## config.mk

```make
export PLATFORM = sky130hd
export DESIGN_NAME = dm_access_arbiter
export DESIGN_NICKNAME = d
export VERILOG_FILES = /design/src/rtl/dm_pkg.sv /design/src/rtl/dm_rr_pick.sv /design/src/rtl/dm_access_arbiter.sv
export SDC_FILE = /design/constraint.sdc
export NUM_CORES = 1
export LEC_CHECK = 0
export CAP_MARGIN = 20
export CELL_PAD_IN_SITES_DETAIL_PLACEMENT = 1
export CELL_PAD_IN_SITES_GLOBAL_PLACEMENT = 1
export CORE_MARGIN = 2
export CORE_UTILIZATION = 30
export CTS_CLUSTER_DIAMETER = 150
export DETAILED_ROUTE_END_ITERATION = 8
export PLACE_DENSITY_LB_ADDON = 0.1
export SLEW_MARGIN = 20
export SYNTH_ARGS = -nofsm -noshare
export SYNTH_HDL_FRONTEND = slang
export SYNTH_SLANG_ARGS = --single-unit
export TNS_END_PERCENT = 1
```

## constraint.sdc

```tcl
create_clock -name clock -period 4.58 [get_ports clock]
set_input_delay 0.458 -clock clock [delete_from_list [all_inputs] [get_ports clock]]
set_output_delay 0.458 -clock clock [all_outputs]
set_load 0.02 [all_outputs]
```

## src/rtl/dm_pkg.sv

```systemverilog
// Shared definitions for the data-memory access arbiter: data width,
// FSM state encoding, requester ids and the in-flight transaction record.
package dm_pkg;

    localparam int DM_DATA_W = 8;

    typedef enum logic [1:0] {
        IDLE   = 2'd0,
        ACCESS = 2'd1,
        DONE   = 2'd2
    } dm_state_t;

    localparam logic REQ_CPU = 1'b0;
    localparam logic REQ_DBG = 1'b1;

    // Address is kept outside the record because its width is a module parameter.
    typedef struct packed {
        logic                 id;
        logic                 we;
        logic [DM_DATA_W-1:0] wdata;
    } dm_txn_t;

endpackage

```

## src/rtl/dm_rr_pick.sv

```systemverilog
// Two-way requester pick: either fixed priority (requester 0 wins a tie) or
// round-robin, where the tie goes to the requester that was not served last.
module dm_rr_pick
    import dm_pkg::*;
#(
    parameter int FIXED_PRIO = 0
) (
    input  logic req0,
    input  logic req1,
    input  logic rr_last,
    output logic valid,
    output logic winner
);

    // Single-request cases are unconditional; only the tie consults the policy.
    always_comb begin
        valid  = req0 | req1;
        winner = REQ_CPU;
        if (req0 && req1) begin
            winner = (FIXED_PRIO != 0) ? REQ_CPU : ~rr_last;
        end else if (req1) begin
            winner = REQ_DBG;
        end
    end

endmodule

```

## src/rtl/dm_access_arbiter.sv

```systemverilog
// Two-requester data-memory controller: picks one requester, runs a single
// three-cycle access (IDLE -> ACCESS -> DONE) and drives the DM pins.
module dm_access_arbiter
    import dm_pkg::*;
#(
    parameter int ADDR_W     = 8,
    parameter int FIXED_PRIO = 0
) (
    input  logic                 clock,
    input  logic                 reset,
    input  logic                 req0,
    input  logic                 req1,
    input  logic                 we0,
    input  logic                 we1,
    input  logic [ADDR_W-1:0]    addr0,
    input  logic [ADDR_W-1:0]    addr1,
    input  logic [DM_DATA_W-1:0] wdata0,
    input  logic [DM_DATA_W-1:0] wdata1,
    output logic                 gnt0,
    output logic                 gnt1,
    output logic                 done0,
    output logic                 done1,
    output logic [DM_DATA_W-1:0] rdata0,
    output logic [DM_DATA_W-1:0] rdata1,
    output logic                 busy,
    output logic [ADDR_W-1:0]    mem_address,
    output logic [DM_DATA_W-1:0] mem_write_data,
    output logic                 mem_write,
    output logic                 mem_read,
    input  logic [DM_DATA_W-1:0] mem_read_data
);

    dm_state_t                   state_q, state_d;
    dm_txn_t                     txn_q;
    logic [ADDR_W-1:0]           txn_addr_q;
    logic                        rr_last_q;
    logic [1:0][DM_DATA_W-1:0]   rdata_q;
    logic                        pick_vld;
    logic                        pick_id;

    dm_rr_pick #(
        .FIXED_PRIO (FIXED_PRIO)
    ) u_pick (
        .req0    (req0),
        .req1    (req1),
        .rr_last (rr_last_q),
        .valid   (pick_vld),
        .winner  (pick_id)
    );

    // Next state plus all pin outputs; reset forces every strobe and DM pin low
    // so a write caught in ACCESS by reset never reaches the memory.
    always_comb begin
        state_d        = state_q;
        gnt0           = 1'b0;
        gnt1           = 1'b0;
        done0          = 1'b0;
        done1          = 1'b0;
        mem_address    = '0;
        mem_write_data = '0;
        mem_write      = 1'b0;
        mem_read       = 1'b0;
        unique case (state_q)
            IDLE: begin
                if (pick_vld) begin
                    state_d = ACCESS;
                    gnt0    = !reset && (pick_id == REQ_CPU);
                    gnt1    = !reset && (pick_id == REQ_DBG);
                end
            end
            ACCESS: begin
                state_d = DONE;
                if (!reset) begin
                    mem_address    = txn_addr_q;
                    mem_write_data = txn_q.wdata;
                    mem_write      = txn_q.we;
                    mem_read       = ~txn_q.we;
                end
            end
            DONE: begin
                state_d = IDLE;
                done0   = !reset && (txn_q.id == REQ_CPU);
                done1   = !reset && (txn_q.id == REQ_DBG);
            end
            default: state_d = IDLE;
        endcase
    end

    // State, transaction capture at grant, read-data capture at end of ACCESS.
    // rr_last points at requester 1 after reset so requester 0 wins the first tie.
    always_ff @(posedge clock) begin
        if (reset) begin
            state_q    <= IDLE;
            txn_q      <= '0;
            txn_addr_q <= '0;
            rr_last_q  <= REQ_DBG;
            rdata_q    <= '0;
        end else begin
            state_q <= state_d;
            if (state_q == IDLE && pick_vld) begin
                txn_q      <= '{id:    pick_id,
                                we:    pick_id ? we1 : we0,
                                wdata: pick_id ? wdata1 : wdata0};
                txn_addr_q <= pick_id ? addr1 : addr0;
            end
            if (state_q == ACCESS) begin
                rr_last_q <= txn_q.id;
                if (!txn_q.we) begin
                    rdata_q[txn_q.id] <= mem_read_data;
                end
            end
        end
    end

    assign rdata0 = rdata_q[REQ_CPU];
    assign rdata1 = rdata_q[REQ_DBG];
    assign busy   = (state_q != IDLE);

endmodule

```

Yosys cells after proc, flatten, opt, wreduce, memory -nomap -nowiden
Index checks and enable logic that the tools add are counted.
Word-level totals
  memories kept: 0
  memory bits (writable): 0
  register bits: 37
  ROM bits: 0
  word-level logic and storage cells: 53
  input port bits: 46
  bits in latches: 0
  output and inout port bits: 39
Operators by class
  add/subtract/negate cells: 0
  bitwise gates (word level): 5
  mux-type cells: 24
  divide/modulo/power cells: 0
  reduce and logical (&&, ||, !) cells: 11
  equal/unequal tests: 3
  $mul: 0
  shift operators: 0
  $lt $le $gt $ge: 2
Operators by type and width (count)
  8-bit 2-to-1 mux: 7
  16-bit bitwise mux: 1
  1-bit 2-to-1 mux: 13
  8-bit demux with 1-bit select: 1
  1-bit logical AND: 7
  1-bit NOT: 4
  2-bit one-hot mux with 2 select lines: 1
  2-bit by 1-bit equality test with 1-bit output, second input constant: 1
  2-bit equality test, second input constant: 1
  2-bit logical NOT: 1
  1-bit by 2-bit less-than comparator with 1-bit output, second input constant: 1
  2-bit 2-to-1 mux: 1
  2-bit != test, second input constant: 1
  2-bit AND reduction: 1
  2-bit nonzero test: 1
  1-bit greater-or-equal comparator, second input constant: 1
  1-bit logical NOT: 1
  1-bit OR: 1

Longest topological paths before layout
Gate-level depths: netlist of the first run.
  depth after elaboration: 6
  depth in mapped cells: 6
  mapped depth without buffers: 3

Modules after synthesis
Synthesis of the first run repeated with hierarchy kept, for this count alone.
Unflattened totals
  cells, all modules: 177
  area total of the unflattened synthesis: 1731.7 sq um
Modules (own cells, without submodules)
  dm_access_arbiter: cells an instance 175, seq. area each 740.7 sq um, instances 1, area an instance 1717.9 sq um
  dm_rr_pick: cells an instance 2, seq. area each 0.0 sq um, instances 1, area an instance 13.8 sq um

Worst setup path before layout of the first run
OpenSTA, ideal clock, no wires.
  path type: reg2out
  start: register state_q[0]
  end: output gnt0
  cell stages (with the launch flop): 7
  buffers on the path: 3
  slack: 2.532 ns
  data required time: 4.122 ns
  data arrival time: 1.590 ns
  cell sequence: dfxtp_1 or2_1 buf_6 or3_1 buf_6 buf_6 nor2_1
Between the ends
  longest elaborated chain between the ends: 2
Ends and longest elaborated chain
  start: declaration: RTL line dm_access_arbiter.sv:33  | dm_state_t state_q, state_d;
  start signal: assignment: RTL line dm_access_arbiter.sv:99  | state_q <= state_d;
  2-bit logical NOT: RTL line dm_access_arbiter.sv:63  | unique case (state_q)
  1-bit 2-to-1 mux: RTL line dm_access_arbiter.sv:63
  end: declaration: RTL line dm_access_arbiter.sv:19  | output logic gnt0,
Every way passes these cells.

Final worst setup path of the first run
  start: input reset
  end: output gnt0
Between the ends
  longest elaborated chain between the ends: 4
Ends and longest elaborated chain
  start: declaration: RTL line dm_access_arbiter.sv:10  | input logic reset,
  1-bit logical NOT: RTL line dm_access_arbiter.sv:67  | gnt0 = !reset && (pick_id == REQ_CPU);
  1-bit logical AND: RTL line dm_access_arbiter.sv:67
  1-bit 2-to-1 mux: RTL line dm_access_arbiter.sv:65  | if (pick_vld) begin
  1-bit 2-to-1 mux: RTL line dm_access_arbiter.sv:63
Every way passes these cells.

==> metrics list, run 1 <==
* Ratio of cells with drive above 1 in the final layout: 7.12%
- Number of distinct library cells after synthesis: 26
- Counting flops and latches in the post-synthesis netlist gives 37.
- Later-pin clock latency in the skew report: 0.29 ns
- Count of endpoints failing hold in the final timing report: 0
- Hold bufs inserted after CTS: 0
- Met1 layer usage reported by global route: 21.8%
* M2 GR Usage: 26.3%
- Power spread over the standard cell area amounts to 308 nW/um^2.
- Xor and xnor fraction of the mapped netlist area: 0%
- The routed design has 4970 um of wire.
* Pin count of the biggest net entering global routing: 20
* Worst setup SP type: primary input
* Clock tree from TritonCTS: done
* Adder-cell area share of the yosys netlist: 0%
- WP data required: 4.12 ns
* Most common library cells after synthesis: 50 x sky130_fd_sc_hd__nand2_1, 37 x sky130_fd_sc_hd__dfxtp_1, 18 x sky130_fd_sc_hd__nand2b_1
- Global routing used 16.6% of the available tracks.
- Total negative slack for setup checks: 0 ns
- For this design, the sink count on the clock tree is 37.
- Walking the worst path, the cells encountered are clkdlybuf4s50_1 -> buf_4 -> or3_1 -> nor2_1 -> clkdlybuf4s50_1.
- During synthesis, Yosys emitted a total of 0 warnings.
- Number of buffer cells added on primary ports: 84
* Cell occurring most often along the worst timing path: sky130_fd_sc_hd__clkdlybuf4s50_1
* Worst hold slack: 0.459 ns
- The H-tree generated during clock tree synthesis spans 2 levels.
* Time the worst path needs with I/O delays and setup: 3.26 ns
- Area after DPL: 2580 um^2
- For this design the top-level I/O count stands at 85.
- Count of mapped cells out of synthesis: 198
* Pin slew with the least headroom to its limit: 0.771 ns
* Fraction of the mapped netlist area in compound gates: 13.6%
- Post-route design area: 2690 um^2
- Maximum clock frequency: 306 MHz
- Counting tap cells, the placed design contains a total of 345 instances.
- Global-route wire length before repair: 8200 um
- Sequential-to-total area share from yosys stat: 44.1%
- HPWL after detailed placement: 3650 um
- For this run, design rule violations remaining after detail routing come to 0.
* Most used DFF post-synth: sky130_fd_sc_hd__dfxtp_1
- The die covers 6210 um^2.
* Worst-path fanout max: 19
- Final antenna-violating net count: 0
- Dominant cell by count in the synthesized netlist: sky130_fd_sc_hd__nand2_1
- Leak: 0.000984 uW
* Fraction of synthesized cell area taken by the top area cell type: 44.1%
* Post-detailed-route via-to-cell ratio: 4.69
- Max Transition Viols Final: 0
- Yosys attributes the largest share of cell area to sky130_fd_sc_hd__dfxtp_1 44%, sky130_fd_sc_hd__nand2_1 11%, sky130_fd_sc_hd__a32oi_1 8.9%, sky130_fd_sc_hd__nand2b_1 6.7%, sky130_fd_sc_hd__and2_1 6.3%.
* Global routing's busiest layer: met2
- Setup repair after global routing left no endpoint under its margin.
- Worst-case clock skew: 0.00855 ns
- Inserted Diodes: 0
- In this run the mean area of a mapped cell was 8.48 um^2.
- The critical path is of the primary input to output port type.
- Worst setup path startpoint: reset
- Excluding fillers, the count of instances in the completed layout stands at 353.
- Endpoint arrival time on the critical path: 2.81 ns
- Number of global-route vias before repair: 1695
- Final global-route overflow total: 0
- Count of routing violations after the opening detailed-route iteration: 84
- Height of the die: 78.8 um
- Detailed-router iteration count before antenna repair: 4
- Status: completed
* Post-CTS setup buffers: 0
- Measured along the x axis, the die boundary spans 78.8 um.
* Met3 layer usage reported by global route: 5.23%
- Total number of vias: 1655
- In this run, synthesis inferred 0 flip-flops with an integrated enable.
- sky130_fd_sc_hd__dfxtp_1 takes more of the synthesized area than any other cell.
* Worst vdd rail ir drop: 0.177 mV
- The cell sitting at the root of the clock tree is a sky130_fd_sc_hd__clkbuf_8.
- Clock Path Buffers: 2
- Cell area after synthesis: 1680 um^2
* Start point of the worst min-delay path: rdata0[6]$_SDFFE_PP0P_
* Worst setup EP type: output port
- Worst rel slew slack: 47.9%
- Buffers inserted during clock tree synthesis total 5.
- Of the available clock period, the critical path in the final layout requires 71.3%.
- Antenna violations before repair: 0
- Async set-reset flop share out of synthesis: 0%
* Largest stage delay on the critical path: 0.68 ns
- Number of cell rows: 27
- RePlAce Congestion: 0.762
- Dominant combinational cell family by area after synthesis: simple AND/OR/NAND/NOR gates
* Critical path's slowest cell: sky130_fd_sc_hd__or3_1
* Wire per inst: 14.1 um
- For this run, the post-layout net count is 326.
- Summing the areas of all and, or, nand and nor instances in the mapped netlist gives 32.6% of the synthesized area.
- Syn_nets: 244
- Once the clock tree was built, the resizer swapped 0 gates to a different size.
- The area growth from synthesis to layout is 60.4%.
- Floorplan core area: 5440 um^2
- The initial utilization of the core area, before any placement, comes to 30.9%.
- Across the run, the number of max-cap violations was 0.
- Critical register-to-register path startpoint: state_q[0]$_SDFFE_PP0P_
- The completed layout was analyzed and its total power is 828 uW.
- Kind of path behind the tightest hold check: flop to flop
- Setup violations remaining at the end of the flow were counted as 0.
- Of the post-synthesis cell area, the part taken by muxes is 4.77%.
- Clock-pin slew was measured on the worst setup and hold paths at 0.08 ns.
cells in the final DEF, fill, tap and decap left out, drive strengths merged, types with 2 or more instances in the layout:
cell,synthesis,routed
buf,5,5
dfxtp,37,37
a32oi,17,17
clkdlybuf4s50,0,84
nor4b,2,2
and2,17,17
nand2,50,50
nor2,11,11
clkbuf,9,5
nor2b,3,3
nand2b,18,18
mux2i,8,8
a21oi,9,9
sequential cells by signal, indices dropped and copies added, names as in the netlist:
name	count
txn_q	10
rr_last_q	1
state_q	2
rdata1	8
txn_addr_q	8
rdata0	8
where the power goes:
| part | internal, uW | switching, uW |
|---|---|---|
| sequential | 352 | 18.4 |
| combinational | 90.5 | 81.8 |
| clock | 163 | 123 |
| total | 605 | 223 |
routing by layer:
| layer | share of wire (%) | vias up | wire length (um) |
|---|---|---|---|
| met1 | 47 | 776 | 2350 |
| met3 | 6.5 | 4 | 324 |
| met4 | 0.76 | 0 | 38 |
| met2 | 45 | 46 | 2260 |
| met5 | 0 | - | 0 |
| li1 | - | 829 | - |
stage by stage:
step | worst slack (ns) | util, %
after detailed placement | 1.29 | 47.4
after global placement | 1.32 | 47.4
final | 1.32 | 49.5
after global routing | 1.12 | 49.5
after floorplan | 2.53 | -
after CTS | 1.29 | 49.5
critical path: cells and delay by family:
kind                   cells  cell delay (ns)
and+or+nand+nor            2             0.86
buffers and inverters      3             1.48
kinds of logic after synthesis:
group / after synthesis
mux: 8
compound gates: 30
buf+inv: 15
simple gates: 108
flops: 37
path summary, 6_finish.rpt:
check	endpoint	slack (ns)	cells after the start
worst min register to register	rdata0[6]$_SDFFE_PP0P_	0.46	2
worst max-delay path	gnt0	1.32	5
worst max register to register	rdata1[3]$_SDFFE_PP0P_	2.83	4
worst min-delay path	rdata0[6]$_SDFFE_PP0P_	0.46	2
area by class of cell:
type,count,area [um^2]
Clock buffer,5,68.8
Clock inverter,3,46.3
Fill cell,648,2750
Inverter,1,3.75
Multi-Input combinational cell,146,866
Sequential cell,37,741
Tap cell,72,90.1
Timing Repair Buffer,89,878
No activity file was read; power rests on OpenSTA's default activity.
==> run 2, diff against run 1 <==
--- a/config.mk
+++ b/config.mk
@@ -9,7 +9,7 @@
 export CELL_PAD_IN_SITES_DETAIL_PLACEMENT = 1
 export CELL_PAD_IN_SITES_GLOBAL_PLACEMENT = 1
 export CORE_MARGIN = 2
-export CORE_UTILIZATION = 30
+export CORE_UTILIZATION = 28
 export CTS_CLUSTER_DIAMETER = 150
 export DETAILED_ROUTE_END_ITERATION = 8
 export PLACE_DENSITY_LB_ADDON = 0.1
==> constraint.sdc (replaced) <==
create_clock -name clock -period 3.4 [get_ports clock]
set_input_delay 0.34 -clock clock [delete_from_list [all_inputs] [get_ports clock]]
set_output_delay 0.34 -clock clock [all_outputs]
set_load 0.02 [all_outputs]
==> run 2 against run 1 <==
Net effect: power rose by 26%; via count up 1.6%; hold slack barely moved; register-to-register slack worse by 1.2 ns; largest power group unchanged; clock power rose by 6%; highest routed layer unchanged; critical endpoint is now mem_write_data[2]; sequential share of layout area is 0.051 points higher; sequential power rose by 35%; global-route usage down 0.48 points; first-iteration DRC count down 45%; utilization shrank 3.6 points.
==> metrics list, run 2 (synthesis gave the netlist of run 1 again) <==
- Inst Count DP: 351 (+1.7%)
* Worst-case clock skew: 0.00343 ns (-0.00512 ns)
- The worst register-to-register path ends at txn_q[2]$_SDFFE_PP0P_.
- The slack of the worst reg-to-reg path came to 1.59 ns (-1.24 ns).
- Clock network power share: 29.2% (-5.3 points)
- Ratio of cells with drive above 1 in the final layout: 7.07% (-0.050 points)
* Resize count post-CTS: 0 (unchanged)
* Clock tree from TritonCTS: done
- The overall fraction of global-route tracks in use is 16.1% (-0.48 points).
- The length of the first detailed-routing pass in iterations was 4 (unchanged).
- Worst setup SP type: flop
- HPWL after detailed placement: 3890 um (+6.5%)
- Unrepaired setup endpoints after global routing: false
- Effective utilization at floorplan: 28.7% (-2.2 points)
- The slowest stage of the critical path is the sky130_fd_sc_hd__clkdlybuf4s50_1 cell.
* Worst setup endpoint: mem_write_data[2]
- Compared with the post-synthesis result, the final layout area differs by 60.1%.
- The worst register-to-register path begins at state_q[0]$_SDFFE_PP0P_.
- The count of max-cap constraint violations was 0 (unchanged).
* Worst-path fanout max: 10 (-9)
- Pin count of the biggest net entering global routing: 25 (+25%)
- The leftover overflow at the end of global routing came to 0 (unchanged).
- The final net count is 329 (+0.92%).
* Clock Path Buffers: 2 (unchanged)
- Post-detailed-route via-to-cell ratio: 4.70 (+0.21%)
- Later-pin clock latency in the skew report: 0.28 ns (about the same)
- # H-tree levels: 2 (unchanged)
- Number of global-route vias before repair: 1660 (-2.1%)
- Max Transition Viols Final: 0 (unchanged)
* Total number of vias: 1682 (+1.6%)
* Cts bufs inserted: 5 (unchanged)
- Number of cell rows: 28 (+3.7%)
- The worst stage delay on the critical path was 0.62 ns (-0.06 ns).
- The width of the die was 81.4 um (+3.3%).
- Power Density: 387 nW/um^2 (+26%)
- The number of antenna diodes came to 0 (unchanged).
- Maximum clock frequency: 412 MHz
- The final antenna-violating net count is 0 (unchanged).
- WP data required: 3.06 ns (-1.06 ns)
- Post-CTS setup buffers: 0 (unchanged)
* Sinks on Clock Net: 37 (unchanged)
- The static leakage is 0.000988 uW (+0.44%).
- Clock transition at the registers of the reported paths: 0.07 ns (about the same)
- Antenna violations before repair: 0 (unchanged)
- Wire length after detailed routing: 5290 um (+6.3%)
- The placer congestion estimate was 0.762 (+0.12%).
- The run finished with clean final reports.
- The total internal power came to 760 uW (+26%).
- The headroom to the max-slew limit was 48.8% (+0.93 points).
- Kind of path behind the tightest hold check: flop to flop
* Endpoint arrival time on the critical path: 2.09 ns (-0.72 ns)
- Height of the die: 81.4 um (+3.3%)
- The average detailed-routed wire length per instance is 14.8 um (+4.8%).
* Total negative slack for setup checks: 0 ns (unchanged)
* Commonest non-fill, non-tap cell in the layout: sky130_fd_sc_hd__clkdlybuf4s50_1
- The final non-filler cell total was 358 (+1.4%).
- The hold buffer count at cts was 0 (unchanged).
- Power spent charging and discharging nets: 281 uW (+26%)
- The switching share of total power is 27.0% (+0.085 points).
- The sequential power share is 48.0% (+3.3 points).
- Worst reg2reg path depth: 4 (unchanged)
- The total of endpoints with negative setup slack in the final report was 0 (unchanged).
- Global-route wire length before repair: 8010 um (-2.4%)
* Count of routing violations after the opening detailed-route iteration: 46 (-45%)
* Root buf cell: sky130_fd_sc_hd__clkbuf_8
- The final count of hold timing violations was 0 (unchanged).
- In this run the worst setup path begins at state_q[1]$_SDFFE_PP0P_.
* Biggest register: txn_q
- Die Outline Area: 6630 um^2 (+6.8%)
- Pin slew with the least headroom to its limit: 0.766 ns (-0.00484 ns)
- Subtracting the final worst setup slack from the clock period gives 2.43 ns.
* Worst Path Class, Setup: flop to output port
- The number of design rule violations left after detail routing is 0 (unchanged).
- Number of flip-flops in the largest register: 10 (unchanged)
* Crit path cell chain: and2b_1 -> nor2b_1 -> buf_4 -> and2_1 -> clkdlybuf4s50_1
- The number of port buffers came to 84 (unchanged).
- Commonest cells after routing, fill and taps aside: 84 x sky130_fd_sc_hd__clkdlybuf4s50_1, 50 x sky130_fd_sc_hd__nand2_1, 37 x sky130_fd_sc_hd__dfxtp_1
* Final worst path period share: 71.4%
- The power share of the combinational group is 22.9% (+2.1 points).
- The total I/O pin count is 85 (unchanged).
- Floorplan core area: 5850 um^2 (+7.6%)
- Worst vdd rail ir drop: 0.163 mV (-7.8%)
* Worst setup EP type: output port
-- run 2: changes by cell type in the layout (fill, tap and decap cells not counted), sizes merged --
| cell | change |
|---|---|
| buf | +3 |
| clkbuf | +2 |
| bufinv | -1 |
| clkinv | -1 |
| clkinvlp | -1 |
-- run 2: cell type report --
type	count	area, um^2
inverter	1	3.75
tap	75	93.8
multi-input combinational	146	863
fill	690	3160
clock buffer	7	86.3
sequential	37	741
timing repair buffer	92	901
-- run 2: per-stage QoR --
| step | total power, uW | utilization (%) | hold WS (ns) | area [um^2] | worst slack (ns) |
|---|---|---|---|---|---|
| after CTS | 1060 | 46.0 | 0.464 | 2690 | 0.958 |
| after global routing | 1110 | 46.0 | 0.489 | 2690 | 0.861 |
| after floorplan | 626 | - | 0.435 | 1680 | 1.47 |
| after detailed placement | 750 | 44.5 | 0.452 | 2600 | 0.997 |
| after global placement | 747 | 44.5 | 0.444 | 2600 | 0.999 |
| final | 1040 | 46.0 | 0.459 | 2690 | 0.974 |
-- run 2: worst max-delay path: cells and delay by family, from the launching register on --
kind | cells | cell delay [ns]
DFF | 1 | 0.37
and+or+nand+nor | 3 | 0.61
buffers and inverters | 2 | 0.82
-- run 2: worst min-delay path by stage --
| stage | start | end | slack (ns) | depth (start not counted) |
|---|---|---|---|---|
| global placement | rdata0[0]$_SDFFE_PP0P_ | rdata0[0]$_SDFFE_PP0P_ | 0.44 | 2 |
| detailed placement | txn_q[3]$_SDFFE_PP0P_ | txn_q[3]$_SDFFE_PP0P_ | 0.45 | 2 |
| floorplan | txn_addr_q[0]$_SDFFE_PP0P_ | txn_addr_q[0]$_SDFFE_PP0P_ | 0.43 | 2 |
| CTS | txn_q[3]$_SDFFE_PP0P_ | txn_q[3]$_SDFFE_PP0P_ | 0.46 | 2 |
| global route | txn_addr_q[1]$_SDFFE_PP0P_ | txn_addr_q[1]$_SDFFE_PP0P_ | 0.49 | 2 |
| finish | rdata0[0]$_SDFFE_PP0P_ | rdata0[0]$_SDFFE_PP0P_ | 0.46 | 2 |
-- run 2: power groups by stage --
stage	clock [uW]	combinational [uW]	sequential (uW)
5_1_grt	340	260	506
2_1_floorplan	0	115	510
3_5_place_dp	0	240	510
4_1_cts	316	241	500
3_3_place_gp	0	238	509
6_report	304	238	500
-- run 2: per-layer routing --
metal / global-route usage (%) / share of wire (%)
met1: 19.5 / 44
met3: 4.51 / 5.7
met2: 27.6 / 49
met4: 5.08 / 1.1
met5: 0 / 0
